## src/rtl/cdb_arbiter.sv

```systemverilog
// Common data bus arbiter: round-robin grant among finished functional units,
// one registered broadcast per cycle, with tag-0 error flag and conflict counter.
module cdb_arbiter #(
    parameter int N_REQ  = 4,
    parameter int TAG_W  = 4,
    parameter int DATA_W = 64
) (
    input  logic                      clk,
    input  logic                      rst_n,
    input  logic [N_REQ-1:0]          req_valid,
    input  logic [N_REQ*TAG_W-1:0]    req_tag,
    input  logic [N_REQ*DATA_W-1:0]   req_data,
    output logic [N_REQ-1:0]          req_ready,
    input  logic                      flush,
    output logic                      cdb_valid,
    output logic [TAG_W-1:0]          cdb_tag,
    output logic [DATA_W-1:0]         cdb_data,
    output logic                      err_tag0,
    output logic [15:0]               conflict_cnt
);

    localparam int PTR_W = (N_REQ > 1) ? $clog2(N_REQ) : 1;

    logic [PTR_W-1:0]  rr_ptr;
    logic [N_REQ-1:0]  grant_p0;
    logic [PTR_W-1:0]  gidx_p0;
    logic              found_p0;
    logic              xfer_p0;
    logic              bcast_p0;
    logic              tag0_p0;
    logic              conflict_p0;
    logic [TAG_W-1:0]  tag_p0;
    logic [DATA_W-1:0] data_p0;
    logic [PTR_W-1:0]  ptr_next;

    logic              vld_p1;
    logic [TAG_W-1:0]  tag_p1;
    logic [DATA_W-1:0] data_p1;
    logic              err_q;
    logic [15:0]       cnt_q;

    function automatic logic [15:0] sat_inc16(input logic [15:0] v);
        return (v == 16'hFFFF) ? v : v + 16'd1;
    endfunction

    // Stage p0: rotate-priority search starting at rr_ptr
    always_comb begin
        grant_p0 = '0;
        gidx_p0  = '0;
        found_p0 = 1'b0;
        for (int k = 0; k < N_REQ; k++) begin
            if (!found_p0 && req_valid[(int'(rr_ptr) + k) % N_REQ]) begin
                grant_p0[(int'(rr_ptr) + k) % N_REQ] = 1'b1;
                gidx_p0  = PTR_W'((int'(rr_ptr) + k) % N_REQ);
                found_p0 = 1'b1;
            end
        end
    end

    assign req_ready   = (flush || !rst_n) ? '0 : grant_p0;
    assign xfer_p0     = found_p0 && !flush && rst_n;
    assign tag_p0      = req_tag[int'(gidx_p0)*TAG_W +: TAG_W];
    assign data_p0     = req_data[int'(gidx_p0)*DATA_W +: DATA_W];
    assign bcast_p0    = xfer_p0 && (tag_p0 != '0);
    assign tag0_p0     = xfer_p0 && (tag_p0 == '0);
    assign conflict_p0 = flush ? (|req_valid) : ($countones(req_valid) > 1);
    assign ptr_next    = (int'(gidx_p0) == N_REQ - 1) ? '0 : gidx_p0 + PTR_W'(1);

    // Stage p1: registered broadcast and status
    always_ff @(posedge clk or negedge rst_n) begin
        if (!rst_n) begin
            rr_ptr  <= '0;
            vld_p1  <= 1'b0;
            tag_p1  <= '0;
            data_p1 <= '0;
            err_q   <= 1'b0;
            cnt_q   <= '0;
        end else begin
            vld_p1 <= bcast_p0;
            if (bcast_p0) begin
                tag_p1  <= tag_p0;
                data_p1 <= data_p0;
            end
            if (tag0_p0) begin
                err_q <= 1'b1;
            end
            if (conflict_p0) begin
                cnt_q <= sat_inc16(cnt_q);
            end
            if (xfer_p0) begin
                rr_ptr <= ptr_next;
            end
        end
    end

    assign cdb_valid    = vld_p1;
    assign cdb_tag      = tag_p1;
    assign cdb_data     = data_p1;
    assign err_tag0     = err_q;
    assign conflict_cnt = cnt_q;

endmodule

```

## config.mk

```make
export PLATFORM = sky130hd
export DESIGN_NAME = cdb_arbiter
export DESIGN_NICKNAME = d
export VERILOG_FILES = /design/src/rtl/cdb_arbiter.sv
export SDC_FILE = /design/constraint.sdc
export NUM_CORES = 1
export LEC_CHECK = 0
export CORE_AREA = 2 2 143 145
export DETAILED_ROUTE_END_ITERATION = 8
export DIE_AREA = 0 0 145 147
export PLACE_DENSITY_LB_ADDON = 0.25
export SLEW_MARGIN = 0
export SYNTH_ARGS = -nofsm -noshare
export SYNTH_HDL_FRONTEND = slang
export SYNTH_SLANG_ARGS = --single-unit
```

## constraint.sdc

```tcl
create_clock -name clk -period 5.3 [get_ports clk]
set_clock_uncertainty 0.2 [all_clocks]
set_input_delay 1.06 -clock clk [delete_from_list [all_inputs] [get_ports clk]]
set_output_delay 1.06 -clock clk [all_outputs]
set_load 0.005 [all_outputs]
```

==> impl_metrics.ini <==
[run_status]
status = finished, final reports clean

[yosys]
netlist_instances = 764
synth.most_common_cell = nand2_1
ys_seq_area_share_pct = 34.8
synth_top_family_by_area = simple AND/OR/NAND/NOR gates
synth_top_flop_cell = dfrtp_1
synth_xor_area_share_pct = 2.08
synth-seq-cells = 88
ys.warnings.count = 0
synthTopCellsByArea = dfrtp_1, nand2_1, mux2_2
yosys.area_share.simple_pct = 27.7
postSynthAreaPerCell_um2 = 8.29
ys_types = 52
synth_enable_flop_cells = 0
synthAdderAreaFrac_pct = 2.10
syn-cell-area_mm2 = 0.00633
netlist_top_cells_count = nand2_1, dfrtp_1, and3_1
synthArstFlopShare_pct = 100
synth_top_area_share_pct = 34.8
yosysTopAreaCell = dfrtp_1
synth_mux_area_share_pct = 16.6
synth_compound_area_share_pct = 11.8
syn_nets = 1053

[sta]
final_max_slew_viol_count = 0
setup_ws_ns = 0.366
tns_ns = 0
fin_crit_ns = 4.93
slew_headroom_pct = 57.1
tightest_slew_ns = 0.643
final-hold-violation-count = 0
fin_crit_sh_pct = 93.1
fmax_mhz = 203
grt_setup_unrepaired = no
finalSetupViolCount = 0

[clocking]
numCtsBuffers = 9
cts_buffer_depth = 2
post_cts_buffers = 0
clkTransAtPathRegs_ns = 0.06
tritoncts = done
clkLatencyLatePin_ns = 0.34
clock_sinks = 88
htreeDepth = 3
clock-root-buffer = clkbuf_16
holdBufCountCts = 0
cts_resized = 0

[drt]
vias_per_cell = 4.92
wire_per_inst_um = 16.9
wirelength_um = 23200
first_iter_violations = 283
num_vias = 6737
drc = 0
detail-route-antenna-nets = 0
dr.pass1.iters = 5

[floorplan]
initial_core_util_pct = 31.9
coreArea_mm2 = 0.0198
dieArea_mm2 = 0.0213
die_w_um = 145
num_rows = 52
ios = 369
die_height_um = 147

[setup_path]
critPathKind = in2out
crit_chain = clkdlybuf4s50_1 -> mux4_2 -> nor3b_1 -> a221oi_1 -> nor2_1 -> clkdlybuf4s50_1
cp_slowest_cell = mux4_2
required_ns = 4.04
crit_path_max_fanout = 20
slowest_delay_ns = 0.73
cp_data_arrival_time_ns = 3.67
cpMostUsedCell = clkdlybuf4s50_1
crit_path_start_kind = input port
endpoint_kind = output pin

[global_route]
grt_pass1_wl_um = 36400
grt_use_total_pct = 21.3
grt_pass1_vias = 6667
antenna_found_initial = 0
grt_max_degree = 130
overflow = 0

[final_layout]
final_cells = 1370
n_antenna_cell = 0
drive_gt1_share_pct = 10.2
synthToLayoutAreaGrowth_pct = 66.7
nets = 1384

[placed_design]
place_ws_ns = 0.408
gp_congestion = 0.871
port_buffers = 368
dp_hpwl_um = 17300
dp_cells = 1354

[min_path]
hold_path.class = reg2reg

[run]
max_cap_violations = 0

[power_and_ir_drop]
vdd_drop_max_mv = 0.448
power_density_mw_per_mm2 = 560
leakage_nw = 4.54
==> sequential cells by signal, indices dropped and copies added, names as in the netlist <==
register,cells
conflict_cnt,16
cdb_data,64
err_tag0,1
cdb_tag,4
cdb_valid,1
rr_ptr,2
==> worst paths after layout <==
path / startpoint / to / slack, ns / cells after the start
min reg2reg: err_tag0 / err_tag0 / 0.27 / 2
max: req_valid[2] / req_ready[2] / 0.37 / 6
min: err_tag0 / err_tag0 / 0.27 / 2
min in group asynchronous: rst_n / cdb_data[50] / 0.60 / 2
max in group asynchronous: rst_n / cdb_data[31] / 3.23 / 3
max reg2reg: rr_ptr[0] / cdb_data[62] / 0.84 / 11
==> layout make-up <==
cell class	instances	area, µm²
clock buffers	11	233
fillers	1884	9290
well taps	270	338
inverters	12	45.0
flip-flops and latches	88	2200
multi-input cells	604	3840
clock inverters	5	81.3
repair buffers	380	3810
==> report_power, final <==
part	leakage, nW	internal (W)	switching [W]
combinational	3.34	0.00201	0.00201
clock	0.150	0.000414	0.000264
sequential	1.06	0.000989	0.000221
==> critical path: cells and delay by family <==
family | cells | cell delay, ns
buffers and inverters | 2 | 1.13
muxes | 1 | 0.73
AOI/OAI and AO/OA | 1 | 0.15
and+or+nand+nor | 2 | 0.60
==> through the flow <==
stage | area (µm²) | total power [W] | util [%] | hold WS, ns
finish | 10600 | 0.00590 | 53.2 | 0.271
detailed placement | 10200 | 0.00526 | 51.6 | 0.258
global placement | 10200 | 0.00522 | 51.6 | 0.274
global route | 10600 | 0.00640 | 53.2 | 0.296
CTS | 10600 | 0.00598 | 53.2 | 0.285
floorplan | 6330 | 0.00368 | - | 0.254
==> metal layers <==
layer / wire length, µm / global-route usage (%)
met3: 1320 / 4.60
met1: 9880 / 27.0
met5: 0 / 0
met4: 661 / 7.57
met2: 11300 / 35.8
==> cell usage in the layout (no fill, tap or decap), types with 9 or more instances in the layout <==
master and count:
mux2_2 40, buf_4 10, a31oi_1 66, nor2_1 13
clkdlybuf4s50_1 367, ha_1 9, mux2_4 30, and3_1 69
dfrtp_1 88, inv_1 11, nand2_1 271, clkbuf_16 9
xnor2_1 12
==> kinds of logic after synthesis <==
logic type	count (synthesis)
mux	80
fa+ha+maj	10
simple gates	390
flops	88
buf+inv	72
xor+xnor	15
compound gates	109
Power figures use the tool's default switching activity.
==> variant 1 (same flow settings) <==
Set the parameter `TAG_W` to 5 (it was 4).
--- a/src/rtl/cdb_arbiter.sv
+++ b/src/rtl/cdb_arbiter.sv
@@ -4,3 +4,3 @@
     parameter int N_REQ  = 4,
-    parameter int TAG_W  = 4,
+    parameter int TAG_W  = 5,
     parameter int DATA_W = 64
Interface: changed (resized cdb_tag and req_tag); port bits go from 369 to 374. No check against the original RTL was run, so the function may have changed too.
==> variant 1 against the unedited design <==
- sequential cell count grew 1
- first-iteration DRC count down 17%
- critical endpoint is now req_ready[3]
- non-clock buffer count up 9
- hold slack better by 0.031 ns
- total power up 4.6%
- area after synthesis grew 3.7%
- cell area increased by 2.5%
- setup slack lost 0.016 ns
- routed wire length grew 7.6%
- maximum frequency decreased by 0.33%
==> variant 1: results (changes against the unedited design) <==
status finished clean (unchanged); r2r startpoint rr_ptr[0] (unchanged); Num CTS Buffers 9 (unchanged); Max Fanout on Critical Path 11 (was 20); leak pwr 4.29 nW (was 4.54 nW); hold_sp conflict_cnt[8] (was err_tag0); sequential area share after synthesis 33.9% (was 34.8%); Place WS 0.138 ns (was 0.408 ns); largest net degree at the start of global routing 83 (was 130); met1 usage 27.0% (about the same); M3 GR Usage 7.14% (was 4.60%); # port buffers 373 (was 368); reg-to-reg endpoint cdb_data[4] (was cdb_data[62]); Hold Path Cell Cnt 1 (was 2); Yosys cell types 45 (was 52); DR WL/cell 18.3 µm (was 16.9 µm); post-CTS setup buffers 0 (unchanged); YS warnings 0 (unchanged); initial antenna violation count 4 (was 0); cell internal pwr 0.00345 W (was 0.00341 W); HPWL Detailed 19200 µm (was 17300 µm); fraction of registers with async set/reset 100% (unchanged); syn nets 1048 (was 1053); R2R setup slack 0.92 ns (was 0.84 ns); first-pass GRT wire length 39000 µm (was 36400 µm); Detailed Routing Iterations Pass 1 5 (unchanged); average vias per placed instance 5.10 (was 4.92); FF-to-FF path depth 11 (unchanged); number of flip-flops under the largest register name 64 (unchanged); Area contributors post-synth dfrtp_1, mux2_2, nand2_1 (was dfrtp_1, nand2_1, mux2_2); layout cells sized above 1 9.91% (was 10.2%); total global-route track usage 23.2% (was 21.3%); Final GP Congestion 0.907 (was 0.871); slew margin rel. 42.2% (was 57.1%); hold path endpoint conflict_cnt[8] (was err_tag0); Worst VDD drop 0.350 mV (was 0.448 mV); Worst EP arrival 3.69 ns (was 3.67 ns); met2 Use GR 39.7% (was 35.8%); fin nets 1380 (was 1384); ranking of synthesized cells by instance count nand2_1, dfrtp_1, a31oi_1 (was nand2_1, dfrtp_1, and3_1); DR iter-0 viols 235 (was 283); Min-Delay Path Class reg -> reg (unchanged)
## variant 1: cell types whose count changed in the layout (fill, tap and decap cells not counted), moves of 6 or more
cell       before  now
a2111oi_0       0    8
a211oi_1        2   64
a31oi_1        66   72
and2_1          1   63
and3_1         69    5
buf_4          10   16
inv_1          11   19
mux2_2         40   50
mux2_4         30   16
nand2_1       271  139
nand3_1         8   30
o211a_1         0    8
o21ai_0         6   16
or3_1           0    8
## variant 1: through the flow
stage | util, % | std cells | cell area, µm² | hold WS [ns]
after global placement | 52.9 | 1346 | 10500 | 0.281
after floorplan | - | 755 | 6560 | 0.268
final | 54.5 | 1365 | 10800 | 0.302
after global routing | 54.5 | 1365 | 10800 | 0.305
after detailed placement | 52.9 | 1346 | 10500 | 0.284
after CTS | 54.4 | 1360 | 10800 | 0.299
## variant 1: how the worst max path moves through the flow
| stage | from | end | slack, ns |
|---|---|---|---|
| finish | req_valid[1] | req_ready[3] | 0.35 |
| global route | req_valid[1] | req_ready[1] | 0.24 |
| CTS | req_valid[1] | req_ready[2] | 0.22 |
| detailed placement | req_valid[1] | cdb_data[12] | 0.14 |
| global placement | req_valid[1] | cdb_data[20] | 0.24 |
| floorplan | rr_ptr[0] | cdb_data[46] | 1.13 |
## variant 1: worst max-delay path, cell delays in order
cell	delay (ns)
clkdlybuf4s50_1	0.56
mux4_2	0.65
or3_4	0.44
nor2_1	0.25
a221oi_1	0.12
nor2_1	0.10
clkdlybuf4s50_1	0.50
## variant 1: power by group through the flow
stage / combinational, W / clock [W] / sequential, W
final: 0.00429 / 0.000650 / 0.00124
after global placement: 0.00427 / 0 / 0.00124
after CTS: 0.00433 / 0.000671 / 0.00124
after global routing: 0.00473 / 0.000691 / 0.00128
after detailed placement: 0.00431 / 0 / 0.00125
after floorplan: 0.00272 / 0 / 0.00122
## variant 1: layout make-up
class | count | area, µm²
Multi-Input combinational cell | 579 | 4010
Antenna cell | 5 | 12.5
Clock inverter | 4 | 55.1
Timing Repair Buffer | 389 | 3860
Sequential cell | 89 | 2230
Inverter | 19 | 71.3
Tap cell | 270 | 338
Fill cell | 1858 | 9030
Clock buffer | 10 | 239
## variant 1: routing by layer
metal	vias up	wire (µm)
met1	3256	9820
met5	-	0
met3	52	1770
met2	253	12400
li1	3398	-
met4	0	922
## variant 1: kinds of logic after synthesis
family	share of synthesized area [%]
XOR/XNOR	2.00
AND/OR/NAND/NOR	20.9
adder cells (fa/ha/maj)	2.02
buffers and inverters	5.55
flip-flops	33.9
AO/OA/AOI/OAI	20.8
multiplexers	14.8
## variant 1: what timing repair did
item	CTS	global route
endpoints found under the hold margin	0	0
setup endpoints to repair	0	4
gates resized for setup	0	1
==> variant 2 (same settings) <==
Made on the original files. Reset style: synchronous (`rst_n`), changed in one clocked block.
--- a/src/rtl/cdb_arbiter.sv
+++ b/src/rtl/cdb_arbiter.sv
@@ -69,3 +69,3 @@
     // Stage p1: registered broadcast and status
-    always_ff @(posedge clk or negedge rst_n) begin
+    always_ff @(posedge clk) begin
         if (!rst_n) begin
Function: differs if rst_n is asserted again (counterexample within 4 cycles, from zero or initial values and one cycle with rst_n low); with rst_n held inactive, the same outputs for 4 cycles.
==> variant 2 against the unedited design <==
- total power decreased by 24%
- highest routed layer unchanged
- area after synthesis increased by 0.18%
- largest power group unchanged
- routed wire length increased by 19%
- setup slack improved by 0.12 ns
- synthesized cell count increased by 27%
- register-to-register slack improved by 0.29 ns
- sequential cell count unchanged
- cell area decreased by 0.62%
==> variant 2: results (changes against the unedited design) <==
status finished clean (unchanged); largest net degree at the start of global routing 132 (was 130); worst slew pin tran 0.900 ns (was 0.643 ns); clk_lat worst skew 0.34 ns (about the same); # port buffers 368 (unchanged); vias in the first global route 7750 (was 6667); Max Fanout on Critical Path 15 (was 20); critical path's largest stage delay 0.69 ns (was 0.73 ns); Num CTS Buffers 9 (unchanged); CTS root buf clkbuf_16 (unchanged); Final GP Congestion 0.895 (was 0.871); fin nets 1566 (was 1384); fraction of registers with async set/reset 0% (was 100%); Diodes inserted 0 (unchanged); layout cells sized above 1 5.15% (was 10.2%); Detailed Routing Iterations Pass 1 4 (was 5); YS warnings 0 (unchanged); sequential area share after synthesis 27.8% (was 34.8%); Worst EP arrival 3.55 ns (was 3.67 ns); average vias per placed instance 5.28 (was 4.92); leak pwr 3.92 nW (was 4.54 nW); DR vias 8194 (was 6737); Yosys cell types 61 (was 52); CP max stage cell mux4_2 (unchanged); Place WS 0.490 ns (was 0.408 ns); Worst VDD drop 0.305 mV (was 0.448 mV); Area after DPL 10200 µm² (about the same); Min-Delay Path Class reg -> reg (unchanged); CTS resizes 0 (unchanged); number of flip-flops under the largest register name 64 (unchanged); DR iter-0 viols 533 (was 283); Area contributors post-synth dfxtp_1, nand2_1, nand3_1 (was dfrtp_1, nand2_1, mux2_2); HPWL Detailed 19700 µm (was 17300 µm); htree depth 3 (unchanged); syn nets 1260 (was 1053); first-pass GRT wire length 42700 µm (was 36400 µm); placed cells 1536 (was 1354); DRT Wirelength 27600 µm (was 23200 µm); post-CTS setup buffers 0 (unchanged); Reg clk slew, reported paths 0.06 ns (about the same); hold_buf cts 0 (unchanged); Max Root-Sink Buffers 2 (unchanged); fill count 1970 (was 1884); Pwr per Cell Area 427 nW/µm² (was 560 nW/µm²); Post-Syn Area per Cell 6.53 µm² (was 8.29 µm²); total global-route track usage 25.0% (was 21.3%); ranking of synthesized cells by instance count nand2_1, nand3_1, dfxtp_1 (was nand2_1, dfrtp_1, and3_1); initial antenna violation count 0 (unchanged)
[variant 2: cell count changes after synthesis, sizes merged, moves of 69 or more]
cell	change
a21oi	+75
o21ai	+76
dfrtp	-88
mux2	-69
nand4	+70
nand3	+128
dfxtp	+88
[variant 2: worst max-delay path, delay by kind of cell]
kind,cells,cell delay [ns]
compound gates,3,0.41
buf+inv,2,1.17
mux,1,0.69
simple gates,1,0.23
[variant 2: final timing paths]
check | startpoint | to | slack, ns | cells past startpoint
max | req_valid[3] | req_ready[1] | 0.49 | 7
min reg2reg | cdb_tag[1] | cdb_tag[1] | 0.26 | 2
min | cdb_tag[1] | cdb_tag[1] | 0.26 | 2
max reg2reg | rr_ptr[1] | cdb_data[28] | 1.13 | 11
[variant 2: layer usage]
metal	track usage, %	vias up	wire [µm]
li1	-	4019	-
met1	30.9	3796	11200
met2	42.5	318	13500
met3	5.62	61	1890
met4	9.36	0	968
met5	0	-	0
[variant 2: metrics by stage]
stage | power [W] | hold slack, ns
detailed placement | 0.00378 | 0.251
CTS | 0.00451 | 0.259
global route | 0.00483 | 0.277
finish | 0.00448 | 0.257
floorplan | 0.00273 | 0.252
global placement | 0.00376 | 0.246
[variant 2: power by group]
| group | leakage (nW) | internal (W) | switching, W |
|---|---|---|---|
| logic | 3.05 | 0.00116 | 0.00172 |
| registers | 0.718 | 0.000802 | 0.0000819 |
| clock network | 0.159 | 0.000440 | 0.000276 |
[variant 2: kinds of logic (layout without fill, tap and decap cells)]
logic type                 count (synthesis)  after routing  share of synthesized area (%)
and+or+nand+nor                          553            553                           40.4
adders and majority gates                 10             10                           2.09
DFF                                       88             88                           27.8
xor gates and xnor gates                  15             15                           2.07
buffers and inverters                     98            409                           7.24
muxes                                     10             10                           2.41
AOI/OAI and AO/OA                        197            197                           18.0
[variant 2: final cells by class]
type | instances | area share (%)
multi-input cells | 785 | 39.7
repair buffers | 386 | 36.9
flip-flops and latches | 88 | 16.8
well taps | 270 | 3.22
clock buffers | 12 | 2.45
clock inverters | 4 | 0.728
inverters | 7 | 0.251
